==> src/rtl/bin_to_bcd_seq.sv <==
// Sequential binary-to-BCD converter using shift-and-add-3, one bit per clock.
// Start/busy/done handshake; bcd_out holds the last finished result between conversions.
module bin_to_bcd_seq #(
  parameter int WIDTH  = 8,
  parameter int DIGITS = 3
) (
  input  logic                  CLK,
  input  logic                  RESETb,
  input  logic                  start,
  input  logic [WIDTH-1:0]      bin_in,
  output logic                  busy,
  output logic                  done,
  output logic [4*DIGITS-1:0]   bcd_out,
  output logic [1:0]            fsm_state
);

  // Handshake: start is sampled on a posedge only while busy==0 (IDLE or DONE);
  // that edge captures bin_in. done is a one-cycle pulse meaning bcd_out was just
  // loaded. busy and done are never high together.

  typedef enum logic [1:0] {
    IDLE  = 2'd0,
    SHIFT = 2'd1,
    DONE  = 2'd2
  } state_t;

  localparam int CW = $clog2(WIDTH + 1);

  state_t                state;
  logic [WIDTH-1:0]      bin_q;
  logic [4*DIGITS-1:0]   scratch;
  logic [4*DIGITS-1:0]   corrected;
  logic [4*DIGITS-1:0]   shifted;
  logic [CW-1:0]         count;

  // Add-3 correction on every digit >= 5, then the next binary bit shifts in.
  always_comb begin
    corrected = scratch;
    for (int i = 0; i < DIGITS; i++) begin
      if (scratch[4*i +: 4] >= 4'd5) begin
        corrected[4*i +: 4] = scratch[4*i +: 4] + 4'd3;
      end
    end
    shifted = {corrected[4*DIGITS-2:0], bin_q[WIDTH-1]};
  end

  always_ff @(posedge CLK or negedge RESETb) begin
    if (!RESETb) begin
      state   <= IDLE;
      busy    <= 1'b0;
      done    <= 1'b0;
      bcd_out <= '0;
      bin_q   <= '0;
      scratch <= '0;
      count   <= '0;
    end else begin
      case (state)
        IDLE, DONE: begin
          done <= 1'b0;
          if (start) begin
            state   <= SHIFT;
            busy    <= 1'b1;
            bin_q   <= bin_in;
            scratch <= '0;
            count   <= CW'(WIDTH);
          end else begin
            state <= IDLE;
          end
        end
        SHIFT: begin
          scratch <= shifted;
          bin_q   <= {bin_q[WIDTH-2:0], 1'b0};
          count   <= count - CW'(1);
          // Final shift: publish the result directly from the shift path.
          if (count == CW'(1)) begin
            bcd_out <= shifted;
            state   <= DONE;
            busy    <= 1'b0;
            done    <= 1'b1;
          end
        end
        default: begin
          state <= IDLE;
          busy  <= 1'b0;
          done  <= 1'b0;
        end
      endcase
    end
  end

  assign fsm_state = state;

endmodule
==> config.mk <==
export PLATFORM = sky130hd
export DESIGN_NAME = bin_to_bcd_seq
export DESIGN_NICKNAME = d
export VERILOG_FILES = /design/src/rtl/bin_to_bcd_seq.sv
export SDC_FILE = /design/constraint.sdc
export NUM_CORES = 1
export LEC_CHECK = 0
export BUFFER_PORTS_ARGS = -buffer_cell sky130_fd_sc_hd__buf_4
export CORE_ASPECT_RATIO = 1.4
export CORE_MARGIN = 4
export CORE_UTILIZATION = 30
export CTS_CLUSTER_DIAMETER = 50
export DETAILED_ROUTE_END_ITERATION = 6
export PLACE_DENSITY = 0.54
export SETUP_SLACK_MARGIN = 0.1
export SLEW_MARGIN = 20
export SYNTH_ARGS = -nofsm -noshare
export SYNTH_HDL_FRONTEND = slang
export SYNTH_SLANG_ARGS = --single-unit
==> constraint.sdc <==
create_clock -name CLK -period 1.9 [get_ports CLK]
set_input_delay 0.095 -clock CLK [delete_from_list [all_inputs] [get_ports CLK]]
set_output_delay 0.095 -clock CLK [all_outputs]
set_load 0.005 [all_outputs]
# == Yosys cells after proc, flatten, opt, wreduce, memory -nomap -nowiden ==
# Cells that the tools add are included.
# word_totals
reg_bits,40
in_bits,11
out_inout_bits,16
elab_cells,42
# classes
n_addsub,4
n_lt_le_gt_ge,3
n_eq_ne,5
muxes,17
reduce_logical,6
# ops
operator,n
case mux 12 bit (2 select lines),1
case mux 8 bit (2 select lines),1
">= comparator 4 x 3 -> 1 bit, second input constant",3
two-way mux 12 bit,1
two-way mux 4 bit,3
"adder 4 x 2 -> 4 bit, second input constant",2
two-way mux 8 bit,1
case mux 4 bit (2 select lines),1
AND reduction 2 bit,3
two-way mux 1 bit,5
"equality test 4 x 1 -> 1 bit, second input constant",1
"inequality test 2 bit, second input constant",2
case mux 2 bit (2 select lines),1
"subtractor 4 x 1 -> 4 bit, second input constant",1
"adder 3 x 2 -> 3 bit, second input constant",1
two-way mux 3 bit,1
"equality test 2 x 1 -> 1 bit, second input constant",1
"equality test 2 bit, second input constant",1
zero test 2 bit,1
two-way mux 2 bit,1
case mux 1 bit (2 select lines),1
nonzero test 2 bit,1
OR reduction 2 bit,1

# == Longest topological paths before layout ==
# Gate-level depths: netlist (run 1).
# logic_depth
depth_word,4
depth_mapped,7
depth_no_buf,6

# == Worst setup path before layout (run 1) ==
# OpenSTA, ideal clock, no wires.
# synth_timing
kind,reg-to-reg
from,register scratch[4]
to,register bcd_out[6]
setup_time_ns,0.125
arrival_ns,1.302
required_time_ns,1.775
path_slack_ns,0.473
path_stages_with_launch,7
path_buffers,0
synth_period_minus_slack_ns,1.427
path_cell_list,dfrtp_1 -> inv_1 -> ha_1 -> nand2b_2 -> a21oi_2 -> mux2i_1 -> mux2_4
# synth_between
elab_chain_cells,2
word_cells_on_any_way,3
cone_classes,1 x add/sub; 1 x order compare; 1 x mux
# synth_rtl
element,line,source
"start, declared",31,logic [4*DIGITS-1:0] scratch;
"start signal, assigned",71,scratch <= shifted;
adder 4 x 2 -> 4 bit / >= comparator 4 x 3 -> 1 bit (equally long branches),"41, 40",
two-way mux 4 bit *,40,if (scratch[4*i +: 4] >= 4'd5) begin
"end signal, assigned",76,bcd_out <= shifted;
"end, declared",13,"output logic [4*DIGITS-1:0] bcd_out,"
# Mark *: on every way between the ends. The rest lies on a longest branch, timed or not.
# A chain may end at the register's enable or synchronous reset.

# == Final worst setup path (run 1) ==
# layout_timing
from,register count[1]
to,register bcd_out[1]
# layout_between
elab_chain_cells,2
# layout_rtl
element,line,source
"start, declared",34,logic [CW-1:0] count;
"start signal, assigned",65,count <= CW'(WIDTH);
"start signal, assigned",73,count <= count - CW'(1);
equality test 4 x 1 -> 1 bit,75,if (count == CW'(1)) begin
AND reduction 2 bit (no source line),--,
# Every way passes these cells.

==> impl_metrics.ini, run 1 <==
[status]
status = finished, violations left
violations = design-rule violations

[worst_setup_path]
end_kind = flop
critical_path_cell_count = 6
crit_path_start_kind = flop
crit_family = flip-flops
r2r_cells = 6
cp_data_required_time_ns = 2.08
path_buf_inv = 2
arrival_ns = 1.75
crit_path_max_incr_delay_ns = 0.39
crit_slowest_cell = dfrtp_1
path_class = flop to flop
path_cells = inv_1 > ha_1 > nor3b_2 > nand2_2 > clkinv_2 > mux2_4
critPathMaxFanout = 6

[floorplanning]
initial_core_util_pct = 31.48
std_cell_rows = 33
die_height_um = 101.5
die_w_um = 74.76
core-area_um2 = 5946
pin_count = 27
die_area_um2 = 7585

[drt]
via_per_inst = 4.847
ant_nets = 0
met1_length_mm = 1.675
wl_met2_mm = 1.829
routed_wl_mm = 3.777
drc_errors = 1
avgRoutedWirePerCell_um = 13.73
first_pass_iters = 7
route.met3.wl_um = 208
vias = 1333
drt_iter0_markers = 49
routed.top_layer = met4

[yosys]
synth_edf_count = 0
synth-seq-cells = 39
yosysTopAreaCellShare_pct = 52.14
postSynthCellCount = 173
syn_area_per_cell_um2 = 10.82
ys.flop_type = dfrtp_1
synthTopCellsByArea = dfrtp_1 (52%), nand2_1 (5.8%), ha_1 (5.3%), o21ai_1 (4.5%), mux2_4 (4.0%)
synth.largest_area_cell = dfrtp_1
synth_fp_nets = 192
synth_area_um2 = 1872
synth_warnings = 0
synth_seq_area_share_pct = 52.14
synthDistinctLibCells = 34
async_reset_ff_share_pct = 100.0

[placement]
place.port_buffers = 26
dpl.hpwl_mm = 2.623
globalplace.congestion = 0.7911

[sta]
rsz0062_at_grt = false
period_needed_ns = 1.577
tightest_slew_ns = 0.5021
timing.fmax_mhz = 634.3
tns_ns = 0
fin_skew_ns = 0.005433
hold_violations = 0
setup_violations = 0
finalCritPeriodShare_pct = 82.97
slew_violations = 0
slew_headroom_pct = 66.53

[global_routing]
grt_antenna_before_repair = 0
grt_pass1_wl_mm = 6.444
grt_pass1_vias = 1340
grt_max_degree = 40
globalRouteOverflowTotal = 0
grt_use_total_pct = 11.29

[clock_network]
root_buffer = clkbuf_8
path_clk_slew_ns = 0.07
cts_tree = done
cts.repair.resized = 0
clock_path_buffers = 2
numCtsBuffers = 5
post_cts_buffers = 0
clk_latency_ns = 0.29
htree_levels = 2
cts.sinks = 39

[finish]
final_core_util_pct = 37.84
antennaDiodeCount = 0
drive_above_1_share_pct = 25.85
syn_to_final_growth_pct = 20.19
nFillCells = 618
fin_nets = 223

[worst_hold_path]
hold_path_class = input port to flop
whs_path_depth = 3

[flow_run]
maxCapViolCount = 0

[pwr]
ir_drop_v = 0.0005682
p_leak_uw = 0.001079
p_per_area_nw_per_um2 = 1728
metrics by stage:
stage	cells	setup WS, ns	instance area [um2]	hold slack (ns)	total power, uW
after global placement	266	0.3314	2140	0.1071	3277
after global routing	275	0.2014	2250	0.01080	4238
after floorplan	173	0.4727	1872	-0.2006	2747
after CTS	275	0.2872	2250	0.009014	3959
after detailed placement	266	0.3013	2140	0.1077	3313
final	275	0.3235	2250	0.01909	3888
sequential cells by signal (all words and copies together), names as in the netlist:
| name | flops |
|---|---|
| scratch | 12 |
| count | 4 |
| bcd_out | 12 |
| bin_q | 8 |
| done | 1 |
| busy | 1 |
| fsm_state | 1 |
logic make-up (layout without fill, tap and decap cells):
logic type	Yosys count	count (layout)	share of synthesized area, %
and+or+nand+nor	53	53	14.77
xor gates and xnor gates	3	3	1.404
buffers and inverters	18	50	4.879
DFF	39	39	52.14
AOI/OAI and AO/OA	43	43	15.24
adders and majority gates	8	8	5.348
muxes	9	9	6.216
placed cells by master, fill, tap and decap left out:
| master | count |
|---|---|
| nor3b_1 | 5 |
| xnor2_1 | 3 |
| dlygate4sd3_1 | 1 |
| a211oi_1 | 1 |
| clkbuf_8 | 7 |
| mux2i_1 | 3 |
| mux2_1 | 1 |
| nand2b_2 | 2 |
| a22oi_1 | 7 |
| a21oi_4 | 1 |
| nand2_2 | 1 |
| dfrtp_1 | 39 |
| buf_4 | 31 |
| clkinv_2 | 1 |
| mux2_4 | 5 |
| a21oi_1 | 5 |
| nand2_1 | 29 |
| inv_1 | 9 |
| a22o_1 | 7 |
| nor2b_1 | 1 |
| o21ai_0 | 1 |
| nor3b_2 | 1 |
| o32ai_1 | 1 |
| nor2_1 | 1 |
| nor3_1 | 4 |
| o21ai_1 | 17 |
| clkbuf_1 | 1 |
| nor2b_4 | 1 |
| nor2_4 | 1 |
| a31oi_1 | 1 |
| ha_1 | 8 |
| nand2b_1 | 3 |
| nand3_1 | 4 |
| a21oi_2 | 2 |
cell usage after synthesis, types with 2 or more instances:
cell type and instances:
a21oi_1 5, a21oi_2 2, a22o_1 7, a22oi_1 7
buf_2 3, buf_4 3, dfrtp_1 39, ha_1 8
inv_1 9, mux2_4 5, mux2i_1 3, nand2_1 29
nand2b_1 3, nand2b_2 2, nand3_1 4, nor3_1 4
nor3b_1 5, o21ai_1 17, xnor2_1 3
area by class of cell:
class | instances | area [um2] | area share [%]
Clock buffer | 8 | 100.1 | 4.449
Tap cell | 70 | 87.58 | 3.893
Inverter | 10 | 38.79 | 1.724
Sequential cell | 39 | 975.9 | 43.38
Multi-Input combinational cell | 116 | 804.5 | 35.76
Timing Repair Buffer | 32 | 242.7 | 10.79
worst register-to-register path: stages (launching register included):
cell and delay, ns:
dfrtp_1 0.39, inv_1 0.08, ha_1 0.13, nor3b_2 0.25
nand2_2 0.13, clkinv_2 0.16, mux2_4 0.32
layer usage:
layer	vias up	global-route usage, %
li1	658	-
met1	642	13.91
met2	27	18.14
met3	6	3.575
met4	0	4.521
met5	-	0
final timing paths:
path / from / to / slack, ns
max: count[1]$_DFFE_PN0P_ / bcd_out[1]$_DFFE_PN0P_ / 0.32
min: bin_in[6] / bin_q[6]$_DFFE_PN0P_ / 0.02
max reg2reg: count[1]$_DFFE_PN0P_ / bcd_out[1]$_DFFE_PN0P_ / 0.32
min reg2reg: bin_q[1]$_DFFE_PN0P_ / bin_q[1]$_DFFE_PN0P_ / 0.48
max in group asynchronous: RESETb / bin_q[0]$_DFFE_PN0P_ / 1.24
min in group asynchronous: RESETb / bcd_out[7]$_DFFE_PN0P_ / 0.30
where the power goes:
| group | internal (uW) | total, uW | switching, uW |
|---|---|---|---|
| Combinational | 878 | 1740 | 861 |
| Sequential | 1200 | 1530 | 321 |
| Clock | 332 | 623 | 291 |
| Total | 2410 | 3890 | 1470 |
timing repair:
| item | CTS | global route |
|---|---|---|
| hold buffers | 1 | 0 |
| endpoints found under the setup margin | 0 | 0 |
| hold endpoints to repair | 39 | 0 |
No activity file was read; power rests on OpenSTA's default activity.
==> run 2, diff against run 1 <==
- clock period: 1.9 -> 1.5 ns (I/O delays scaled with it)
==> impl_metrics.ini, run 2 (synthesis gave the netlist of run 1 again) <==
[finish]
regArea_um2 = 977.2
drive_above_1_share_pct = 41.63
syn_to_final_growth_pct = 35.83
layout_common_cells = buf_4 (45), dfrtp_1 (38), nand2_1 (29), o21ai_1 (15)
top_regs = bcd_out x12, scratch x12, bin_q x8
fin_nets = 240
antennaDiodeCount = 0
layout.cells.non_filler = 291
final_common_cell = buf_4
multi_input_area_um2 = 969.7
nFillCells = 598

[drt]
drc_errors = 0
vias = 1409
via_per_inst = 4.842
ant_nets = 0
routed_wl_mm = 4.025
drt_iter0_markers = 32
avgRoutedWirePerCell_um = 13.83
first_pass_iters = 3

[sta]
setup_violations = 0
holdWs_ns = 0.002394
timing.fmax_mhz = 692.3
finalCritPeriodShare_pct = 96.30
slew_violations = 0
tightest_slew_ns = 0.5037
hold_violations = 0
period_needed_ns = 1.444
slew_headroom_pct = 66.42
fin_skew_ns = 0.007861
rsz0062_at_grt = true

[worst_hold_path]
min_from = bin_in[1]
whs_path_depth = 3
holdPathEnd = bin_q[1]$_DFFE_PN0P_
hold_path_class = input port to flop

[worst_setup_path]
path_class = flop to flop
end_kind = flop
r2r-end = bcd_out[10]$_DFFE_PN0P_
crit_path_start_kind = flop
critPathMaxFanout = 4
r2r_cells = 5
crit_slowest_cell = dfrtp_2
path_cells = ha_4 > nand2b_4 > a21oi_4 > mux2i_1 > mux2_4
arrival_ns = 1.62
crit_path_max_incr_delay_ns = 0.46
r2r_slack_ns = 0.06
cp_data_required_time_ns = 1.68
r2r_start = scratch[8]$_DFFE_PN0P_

[clock_network]
cts_tree = done
root_buffer = clkbuf_8
clk_latency_ns = 0.29
path_clk_slew_ns = 0.08
cts.sinks = 39
clock_path_buffers = 2
htree_levels = 2
numCtsBuffers = 5

[global_routing]
grt_pass1_wl_mm = 6.851
globalRouteOverflowTotal = 0
grt_use_total_pct = 11.68
grt_pass1_vias = 1465
grt_antenna_before_repair = 0
grt_max_degree = 40

[pwr]
p_per_area_nw_per_um2 = 2197
p_leak_uw = 0.001180
ir_drop_v = 0.0007801
power_uw = 5586

[floorplanning]
die_height_um = 101.5
pin_count = 27
initial_core_util_pct = 31.48
die_area_um2 = 7585
std_cell_rows = 33
core-area_um2 = 5946
die_w_um = 74.76

[placement]
place.port_buffers = 26
dpl.hpwl_mm = 2.812
dp_cells = 271
globalplace.congestion = 0.7444

[flow_run]
maxCapViolCount = 0

[status]
status = completed
[run 2: routing by layer]
layer  vias to the layer above  GRT usage [%]  part of all wire [%]
met2                        17          20.31                    54
met4                         0          3.699                   1.3
li1                        687              -                     -
met5                         -              0                     0
met1                       700          14.05                    42
met3                         5          2.681                   3.1
[run 2: cell type report]
class / instances / share of cell area (%)
Clock inverter: 1 / 0.1969
Tap cell: 70 / 3.445
Multi-Input combinational cell: 116 / 38.14
Inverter: 10 / 1.673
Clock buffer: 6 / 3.248
Sequential cell: 39 / 38.44
Timing Repair Buffer: 49 / 14.86
[run 2: critical path, delay by kind of cell, from the launching register on]
kind | cells | cell delay (ns)
AOI/OAI and AO/OA | 1 | 0.19
adders and majority gates | 1 | 0.17
DFF | 1 | 0.46
muxes | 2 | 0.37
and+or+nand+nor | 1 | 0.14
[run 2: timing repair]
item                       CTS  global route
setup buffers                8             2
hold buffers                 4             0
setup endpoints to repair   13            20
hold endpoints to repair    42             0
pin swaps                    6             8
resized for setup           14            21
[run 2: through the flow]
step | instance area, um2 | setup TNS (ns) | worst slack, ns | util [%]
floorplan | 1884 | 0 | 0.09564 | -
global route | 2542 | -0.01719 | -0.008219 | 42.76
detailed placement | 2190 | -0.01194 | -0.01194 | 36.83
finish | 2542 | 0 | 0.05553 | 42.76
global placement | 2190 | -0.01552 | -0.01552 | 36.83
CTS | 2422 | 0 | 0.05193 | 40.74
[run 2: report_power, final]
| part | internal, uW | leakage (uW) | switching (uW) |
|---|---|---|---|
| Sequential | 1530 | 0.000488 | 447 |
| Clock | 361 | 0.0000470 | 356 |
| Combinational | 1550 | 0.000645 | 1340 |
[run 2: worst max-delay path by stage]
stage,startpoint,depth (start not counted),slack (ns),endpoint
after floorplan,scratch[4]$_DFFE_PN0P_,6,0.1,bcd_out[6]$_DFFE_PN0P_
after global placement,scratch[0]$_DFFE_PN0P_,5,-0.02,bcd_out[2]$_DFFE_PN0P_
after detailed placement,scratch[0]$_DFFE_PN0P_,5,-0.01,bcd_out[2]$_DFFE_PN0P_
after CTS,count[1]$_DFFE_PN0P_,6,0.05,bcd_out[2]$_DFFE_PN0P_
after global routing,count[1]$_DFFE_PN0P_,6,-0.008,bcd_out[1]$_DFFE_PN0P_
final,scratch[8]$_DFFE_PN0P_,5,0.06,bcd_out[10]$_DFFE_PN0P_
==> run 3, diff against run 2 <==
- CORE_UTILIZATION: 30 -> 55
- PLACE_DENSITY: 0.54 -> 0.84
==> impl_metrics.ini, run 3 (synthesis gave the netlist of run 1 again) <==
[drt]
drc_errors = 0
vias = 1527
avgRoutedWirePerCell_um = 17.45
drt_iter0_markers = 63
via_per_inst = 5.741
first_pass_iters = 4
ant_nets = 0
routed_wl_mm = 4.641

[clock_network]
clk_latency_ns = 0.30
cts.sinks = 39
path_clk_slew_ns = 0.08
cts_tree = done
htree_levels = 2
clock_path_buffers = 2
numCtsBuffers = 5
root_buffer = clkbuf_8

[sta]
rsz0062_at_grt = true
slew_headroom_pct = 67.43
hold_violations = 0
slew_violations = 0
fin_skew_ns = 0.01229
period_needed_ns = 1.480
finalCritPeriodShare_pct = 98.68
holdWs_ns = 0.003954
setup_violations = 0
setup_ws_ns = 0.01987
timing.fmax_mhz = 675.6
tightest_slew_ns = 0.4886

[global_routing]
grt_pass1_vias = 1614
grt_pass1_wl_mm = 7.341
grt_use_total_pct = 21.50
globalRouteOverflowTotal = 0
grt_max_degree = 40
grt_antenna_before_repair = 0

[finish]
final_core_util_pct = 80.62
fin_nets = 245
final_cell_area_um2 = 2566
syn_to_final_growth_pct = 37.10
final_common_cell = buf_4
layout_common_cells = buf_4 (50), dfrtp_1 (37), nand2_1 (27), o21ai_1 (16)
antennaDiodeCount = 0
top_regs = bcd_out x12, scratch x12, bin_q x8
drive_above_1_share_pct = 45.37
nFillCells = 183

[placement]
placed_cell_area_um2 = 2148
globalplace.congestion = 0.8259
dpl.hpwl_mm = 2.817
place.port_buffers = 26
place_ws_ns = -0.06884

[floorplanning]
std_cell_rows = 24
core-area_um2 = 3183
die_area_um2 = 4414
die_w_um = 57.31
initial_core_util_pct = 58.81
die_height_um = 77.03
pin_count = 27

[worst_setup_path]
arrival_ns = 1.71
cp_data_required_time_ns = 1.73
path_class = flop to flop
crit_family = flip-flops
end_kind = flop
path_buf_inv = 0
r2r_start = scratch[8]$_DFFE_PN0P_
critPathMaxFanout = 3
crit_path_start_kind = flop
startpoint = scratch[8]$_DFFE_PN0P_
crit_path_max_incr_delay_ns = 0.45
path_cells = ha_4 > nand2b_4 > a21oi_4 > mux2i_2 > a22o_1
crit_slowest_cell = dfrtp_2

[status]
status = completed

[pwr]
p_per_area_nw_per_um2 = 2337
ir_drop_v = 0.001357
p_leak_uw = 0.001200
p_int_uw = 3615
p_switching_uw = 2383
swShare_pct = 39.72
power_uw = 5998
seq_power_share_pct = 33.3
combPwrFrac_pct = 55.4
power_frac_clock_pct = 11.3

[worst_hold_path]
min_from = bin_in[2]
hold_path_class = input port to flop

[flow_run]
maxCapViolCount = 0
-- run 3: changes by cell type in the layout (fill, tap and decap cells not counted), moves of 2 or more --
| cell | previous run | this run |
|---|---|---|
| buf_4 | 45 | 50 |
| clkbuf_1 | 0 | 2 |
| dlygate4sd3_1 | 4 | 2 |
| mux2i_1 | 2 | 0 |
| mux2i_2 | 1 | 3 |
| nand2_1 | 29 | 27 |
-- run 3: worst register-to-register path, delay by kind of cell (launching register included) --
kind | cells | cell delay (ns)
DFF | 1 | 0.45
AOI/OAI and AO/OA | 2 | 0.39
muxes | 1 | 0.27
adders and majority gates | 1 | 0.16
and+or+nand+nor | 1 | 0.14
-- run 3: path summary, 6_finish.rpt --
path / cells past startpoint / to / slack (ns)
max: 5 / scratch[10]$_DFFE_PN0P_ / 0.02
max in group asynchronous: 2 / scratch[8]$_DFFE_PN0P_ / 0.86
min reg2reg: 2 / bcd_out[3]$_DFFE_PN0P_ / 0.49
min: 3 / bin_q[2]$_DFFE_PN0P_ / 0.004
min in group asynchronous: 2 / scratch[2]$_DFFE_PN0P_ / 0.28
max reg2reg: 5 / scratch[10]$_DFFE_PN0P_ / 0.02
-- run 3: layout make-up --
cell class | count | area [um2] | area share (%)
Multi-Input combinational cell | 116 | 988.4 | 38.52
Sequential cell | 39 | 978.4 | 38.13
Timing Repair Buffer | 54 | 426.7 | 16.63
Clock buffer | 7 | 76.32 | 2.974
Tap cell | 39 | 48.80 | 1.902
Inverter | 10 | 42.54 | 1.658
Clock inverter | 1 | 5.005 | 0.1950
-- run 3: power groups by stage --
| stage | clock, uW | sequential (uW) | combinational (uW) |
|---|---|---|---|
| after floorplan | 0 | 1880 | 1620 |
| after global placement | 0 | 1920 | 2260 |
| after detailed placement | 0 | 1960 | 2400 |
| after CTS | 684 | 1950 | 2880 |
| after global routing | 749 | 2060 | 3600 |
| final | 679 | 2000 | 3320 |
-- run 3: timing repair --
| action | CTS | global route |
|---|---|---|
| hold buffers | 1 | 1 |
| endpoints found under the hold margin | 39 | 1 |
| resized for setup | 18 | 24 |
| setup endpoints to repair | 15 | 21 |
| buffers inserted | 14 | 4 |
| cloned | 0 | 0 |
| pin swaps | 5 | 8 |
-- run 3: routing by layer --
layer,global-route usage (%),share of wire (%)
met3,4.874,5.3
met5,0,0
met4,9.049,3.5
met2,38.79,54
met1,23.47,38
-- run 3: metrics by stage --
stage                     instances  setup TNS [ns]
after floorplan                 173               0
after global placement          238               0
after detailed placement        238         -0.1924
after CTS                       261               0
after global routing            266         -0.1442
final                           266               0
